===== config.mk =====
export PLATFORM = sky130hd
export DESIGN_NAME = prog_clock_divider
export DESIGN_NICKNAME = d
export VERILOG_FILES = /design/src/rtl/prog_clkdiv_pkg.sv /design/src/rtl/clkdiv_channel.sv /design/src/rtl/prog_clock_divider.sv
export SDC_FILE = /design/constraint.sdc
export NUM_CORES = 1
export LEC_CHECK = 0
export ABC_AREA = 0
export BUFFER_PORTS_ARGS = -buffer_cell sky130_fd_sc_hd__buf_2
export CAP_MARGIN = 20
export CORE_MARGIN = 2
export CORE_UTILIZATION = 60
export DETAILED_ROUTE_END_ITERATION = 12
export PLACE_DENSITY = 0.89
export SYNTH_ARGS = -nofsm -noshare
export SYNTH_HDL_FRONTEND = slang
export SYNTH_SLANG_ARGS = --single-unit

===== constraint.sdc =====
create_clock -name clk -period 3.2 [get_ports clk]
set_input_delay 0.48 -clock clk [delete_from_list [all_inputs] [get_ports clk]]
set_output_delay 0.48 -clock clk [all_outputs]
set_load 0.005 [all_outputs]

===== src/rtl/prog_clkdiv_pkg.sv =====
`default_nettype none
// +------------------------------------------------------------------+
// | prog_clkdiv_pkg : shared defaults and divisor clamp               |
// | Rev 1.0                                                            |
// +------------------------------------------------------------------+
package prog_clkdiv_pkg;

    localparam int DEF_CNT_W = 26;
    localparam int DEF_DIV   = 25000000;

    // Divisors 0 and 1 both mean "tick every cycle".
    function automatic logic [31:0] clamp_div(input logic [31:0] n);
        return (n < 32'd2) ? 32'd1 : n;
    endfunction

endpackage
`default_nettype wire


===== src/rtl/clkdiv_channel.sv =====
`default_nettype none
// +------------------------------------------------------------------+
// | clkdiv_channel : one programmable tick / slow_clk divider channel |
// | Rev 1.0                                                            |
// +------------------------------------------------------------------+
module clkdiv_channel
    import prog_clkdiv_pkg::*;
#(
    parameter int CNT_W       = DEF_CNT_W,
    parameter int DEFAULT_DIV = DEF_DIV
) (
    input  logic             clk,
    input  logic             reset_n,
    input  logic             en,
    input  logic             load,
    input  logic [CNT_W-1:0] load_value,
    input  logic             restart,
    output logic             tick,
    output logic             slow_clk
);

    localparam logic [CNT_W-1:0] RST_DIV = CNT_W'(DEFAULT_DIV);
    localparam logic [CNT_W-1:0] RST_CNT = CNT_W'(DEFAULT_DIV - 1);
    localparam logic [CNT_W-1:0] CNT_ONE = CNT_W'(1);

    logic [CNT_W-1:0] shadow_q, shadow_d;
    logic [CNT_W-1:0] count_q, count_d;
    logic             tick_q, tick_d;
    logic             slow_q, slow_d;
    logic [CNT_W-1:0] shadow_nxt;
    logic [CNT_W-1:0] commit_div;

    // The active divisor only matters at the instant it is loaded into the
    // counter, so committing the shadow is the reload itself. A value written
    // in the same cycle as a commit is the one that gets used.
    always_comb begin
        shadow_nxt = load ? load_value : shadow_q;
        commit_div = CNT_W'(clamp_div(32'(shadow_nxt)));
        shadow_d   = shadow_nxt;
        count_d    = count_q;
        tick_d     = 1'b0;
        slow_d     = slow_q;
        if (restart) begin
            count_d = commit_div - CNT_ONE;
            slow_d  = 1'b0;
        end else if (!en) begin
            if (load) begin
                count_d = commit_div - CNT_ONE;
            end
        end else if (count_q == '0) begin
            tick_d  = 1'b1;
            slow_d  = ~slow_q;
            count_d = commit_div - CNT_ONE;
        end else begin
            count_d = count_q - CNT_ONE;
        end
    end

    always_ff @(posedge clk or negedge reset_n) begin
        if (!reset_n) begin
            shadow_q <= RST_DIV;
            count_q  <= RST_CNT;
            tick_q   <= 1'b0;
            slow_q   <= 1'b0;
        end else begin
            shadow_q <= shadow_d;
            count_q  <= count_d;
            tick_q   <= tick_d;
            slow_q   <= slow_d;
        end
    end

    assign tick     = tick_q;
    assign slow_clk = slow_q;

endmodule
`default_nettype wire


===== src/rtl/prog_clock_divider.sv =====
`default_nettype none
// +------------------------------------------------------------------+
// | prog_clock_divider : multi-channel programmable clock enables     |
// | Rev 1.0                                                            |
// +------------------------------------------------------------------+
module prog_clock_divider
    import prog_clkdiv_pkg::*;
#(
    parameter int  NUM_CH      = 4,
    parameter int  CNT_W       = DEF_CNT_W,
    parameter int  DEFAULT_DIV = DEF_DIV,
    localparam int SEL_W       = (NUM_CH > 1) ? $clog2(NUM_CH) : 1
) (
    input  logic              clk,
    input  logic              reset_n,
    input  logic              div_load,
    input  logic [SEL_W-1:0]  div_sel,
    input  logic [CNT_W-1:0]  div_value,
    input  logic [NUM_CH-1:0] ch_en,
    input  logic              sync_restart,
    output logic [NUM_CH-1:0] tick,
    output logic [NUM_CH-1:0] slow_clk,
    output logic [31:0]       divided_clocks
);

    logic [31:0]       divided_clocks_q, divided_clocks_d;
    logic [NUM_CH-1:0] load_vec;

    always_comb begin
        divided_clocks_d = divided_clocks_q + 32'd1;
    end

    always_ff @(posedge clk or negedge reset_n) begin
        if (!reset_n) begin
            divided_clocks_q <= 32'd0;
        end else begin
            divided_clocks_q <= divided_clocks_d;
        end
    end

    assign divided_clocks = divided_clocks_q;

    // Codes at or above NUM_CH match no channel, so such loads vanish.
    always_comb begin
        load_vec = '0;
        for (int i = 0; i < NUM_CH; i++) begin
            load_vec[i] = div_load && (div_sel == SEL_W'(i));
        end
    end

    generate
        for (genvar g = 0; g < NUM_CH; g++) begin : g_ch
            clkdiv_channel #(
                .CNT_W       (CNT_W),
                .DEFAULT_DIV (DEFAULT_DIV)
            ) u_channel (
                .clk        (clk),
                .reset_n    (reset_n),
                .en         (ch_en[g]),
                .load       (load_vec[g]),
                .load_value (div_value),
                .restart    (sync_restart),
                .tick       (tick[g]),
                .slow_clk   (slow_clk[g])
            );
        end
    endgenerate

endmodule
`default_nettype wire


==> impl_metrics.yaml <==
floorplanning:
  io_pins: 76
  rows: 57
  initial_core_util: 0.613
  dieWidth_um: 162
  die_h_um: 162
  dieArea_sq_um: 26300
  core-area_sq_um: 24500
synth:
  synth_cells: 1749
  synthesis.nets: 1794
  async_reset_ff_frac: 1.00
  yosys_warnings: 0
  syn_avg_cell_area_sq_um: 8.58
  synth-seq-area-share: 0.423
  synth_top_cell_area_share: 0.220
  synth_ff_type: "dfrtp_1"
  synthesis.area_sq_um: 15000
  synth_area_leaders: "dfrtp_1 (22%), dfstp_2 (20%), nand2_1 (7.4%), xnor2_1 (4.9%), o21ai_0 (3.9%)"
  synth.largest_area_cell: "dfrtp_1"
  ys_seq_elements: 248
  synth_edf_count: 0
  ys_types: 93
sta:
  rsz0062_at_grt: "false"
  tightest_slew_ns: 1.10
  final.setup_skew_ns: 0.0190
  holdWs_ns: 0.248
  final-setup-viol-count: 0
  drv_slew: 0
  finalCriticalPeriod_ns: 3.04
  fin_crit_sh: 0.949
  fmax_mhz: 329
  slew_headroom: 0.262
  hold_violations: 0
grt:
  grt_first_pass_wirelength_mm: 71.3
  antenna_found_initial: 3
  overflow: 0
  grt_max_degree: 84
  grt_util_all_layers: 0.333
  grt_pass1_vias: 13900
detailed_routing:
  drtIter0Drc: 2068
  first_pass_iters: 6
  vias: 14500
  drt-total-wl_mm: 44.0
  ant_nets: 0
  wl_per_cell_um: 19.7
  drc_errors: 0
  avgViaCountPerCell: 6.48
clocking:
  insertion_delay_ns: 0.56
  htree_levels: 1
  numCtsBuffers: 27
  cts_buffer_depth: 3
  clk_pin_slew_ns: 0.07
  cts_root_buffer: "clkbuf_16"
  cts_tree: "built"
  clkSinkCount: 248
setup_path:
  critPathCaptureType: "flip-flop"
  cp_cell_sequence: "inv_1 > ha_1 > nor4b_1 > buf_4 > and4_1 > a31oi_1 > buf_4 > o21ai_0 > a21oi_1 > a211oi_1"
  cp_data_arrival_time_ns: 3.47
  cp_max_fo: 15
  crit_path_frequent_cell: "buf_4"
  cp.required_ns: 3.64
  crit_slowest_cell: "a31oi_1"
  startpoint_type: "flip-flop"
  critPathKind: "flip-flop to flip-flop"
  slowest_delay_ns: 0.78
power_and_ir_drop:
  p_per_area_nw_per_um2: 588
  power_leakage_uw: 0.00741
  vdd_drop_max_uv: 549
  total_power_uw: 10200
final_layout:
  drive_above_1_share: 0.221
  multi_input_area_sq_um: 7980
  synthToLayoutAreaGrowth_pct: 15.7
  ff_latch_area_sq_um: 6350
  fillCellCount: 1727
  nNetsFinal: 1936
place:
  io_buffer_count: 75
  dp_hpwl_mm: 30.7
  gp_congestion: 0.976
min_path:
  hold_path.class: "input port to flip-flop"
outcome:
  status: "finished, final reports clean"
run:
  drv_cap: 0
[per-layer routing]
metal  wire length, um  global-route usage
met1             17400               0.447
met5                 7                   0
met3              4270              0.0587
met4              2420               0.164
met2             19900               0.525
[flip-flops by register name, indices dropped and copies added, names as in the netlist]
register / flops
g_ch.u_channel.shadow_q: 104
g_ch.u_channel.tick: 4
g_ch.u_channel.count_q: 104
g_ch.u_channel.slow_clk: 4
divided_clocks: 32
[timing repair]
item,CTS,global route
buffers inserted,0,0
gates resized for setup,0,0
hold endpoints to repair,35,0
hold buffers,1,0
[report_power, final]
part | leakage [uW] | switching (uW) | internal (uW) | total [uW]
Sequential | 0.00289 | 521 | 3930 | 4450
Combinational | 0.00406 | 1460 | 954 | 2410
Clock | 0.000463 | 1330 | 2010 | 3340
[per-stage QoR]
stage / TNS, ns / worst slack, ns / utilization / instance area (sq um) / std cells
after floorplan: 0 / 0.0417 / - / 15000 / 1749
after global placement: -0.0376 / -0.0289 / 0.670 / 16400 / 2185
after detailed placement: -1.01 / -0.149 / 0.670 / 16400 / 2185
after CTS: 0 / 0.210 / 0.709 / 17300 / 2235
after global routing: 0 / 0.0267 / 0.709 / 17400 / 2237
final: 0 / 0.163 / 0.709 / 17400 / 2237
[Yosys cell counts, types with 40 or more instances]
master    number
nand2_1      296
a21oi_1      106
dfrtp_1      132
xnor2_1       84
nor2_1       120
dfstp_2      116
nor3_1       110
o21ai_0      118
inv_1         56
nor4_1        45
nand3_1       67
clkbuf_1      63
mux2i_1       40
[layout make-up]
cell class                 count  area share
sequential                   248       0.366
tap                          324      0.0234
timing repair buffer         214      0.0846
clock inverter                11     0.00930
multi-input combinational   1344       0.460
antenna                        2    0.000288
inverter                      56      0.0121
clock buffer                  38      0.0448
[layout by cell type, fill, tap and decap left out, types with 5 or more instances in the layout]
cell type	netlist	layout
a21o_1	6	6
mux2i_1	40	40
a221oi_1	7	7
or2_2	5	5
nand4_1	27	27
clkinv_2	0	5
o31a_1	6	6
a21oi_1	106	106
a22oi_1	9	9
or3_1	35	35
xnor2_1	84	84
o22ai_1	6	6
dfstp_2	116	116
and3_1	8	8
nor3_1	110	109
inv_1	56	56
xor2_1	36	36
o31ai_1	13	13
ha_1	9	9
nor3b_1	9	8
mux2_2	7	7
o211ai_1	18	18
buf_4	11	135
clkbuf_16	0	27
dfrtp_1	132	132
nand3_1	67	66
buf_2	14	74
o21ai_0	118	118
nand3b_1	5	5
a211oi_1	12	12
a211o_1	5	5
nand2b_1	10	10
nand2_1	296	296
nor4_1	45	45
a31oi_1	5	5
nor2_1	120	120
clkbuf_8	0	6
clkbuf_1	63	5
o221ai_1	8	8
or4_1	18	18
[critical path, delay by kind of cell (launching register included)]
family                     cells  cell delay (ns)
AOI/OAI and AO/OA              4             1.13
adders and majority gates      1             0.22
buffers and inverters          3             0.54
DFF                            1             0.57
and+or+nand+nor                2             0.44
[cell families (layout without fill, tap and decap cells)]
| logic type | count (synthesis) | in the layout | synth area share |
|---|---|---|---|
| xor gates and xnor gates | 120 | 120 | 0.0701 |
| muxes | 51 | 51 | 0.0364 |
| buffers and inverters | 157 | 319 | 0.0465 |
| other | 0 | 2 | 0 |
| adders and majority gates | 9 | 9 | 0.00751 |
| and+or+nand+nor | 798 | 798 | 0.262 |
| DFF | 248 | 248 | 0.423 |
| AOI/OAI and AO/OA | 366 | 366 | 0.154 |
[path summary, 6_finish.rpt]
path	end	depth (start not counted)	slack [ns]	from
worst max-delay path	g_ch[0].u_channel.count_q[10]	10	0.16	g_ch[0].u_channel.count_q[0]
worst min-delay path	g_ch[2].u_channel.shadow_q[20]	3	0.25	div_value[20]
worst max register to register	g_ch[0].u_channel.count_q[10]	10	0.16	g_ch[0].u_channel.count_q[0]
worst min register to register	divided_clocks[31]	1	0.47	divided_clocks[31]
max in group asynchronous	g_ch[2].u_channel.shadow_q[13]	3	1.72	reset_n
min in group asynchronous	g_ch[0].u_channel.count_q[6]	2	0.49	reset_n
Note: power is estimated with default switching activity, not from simulation.
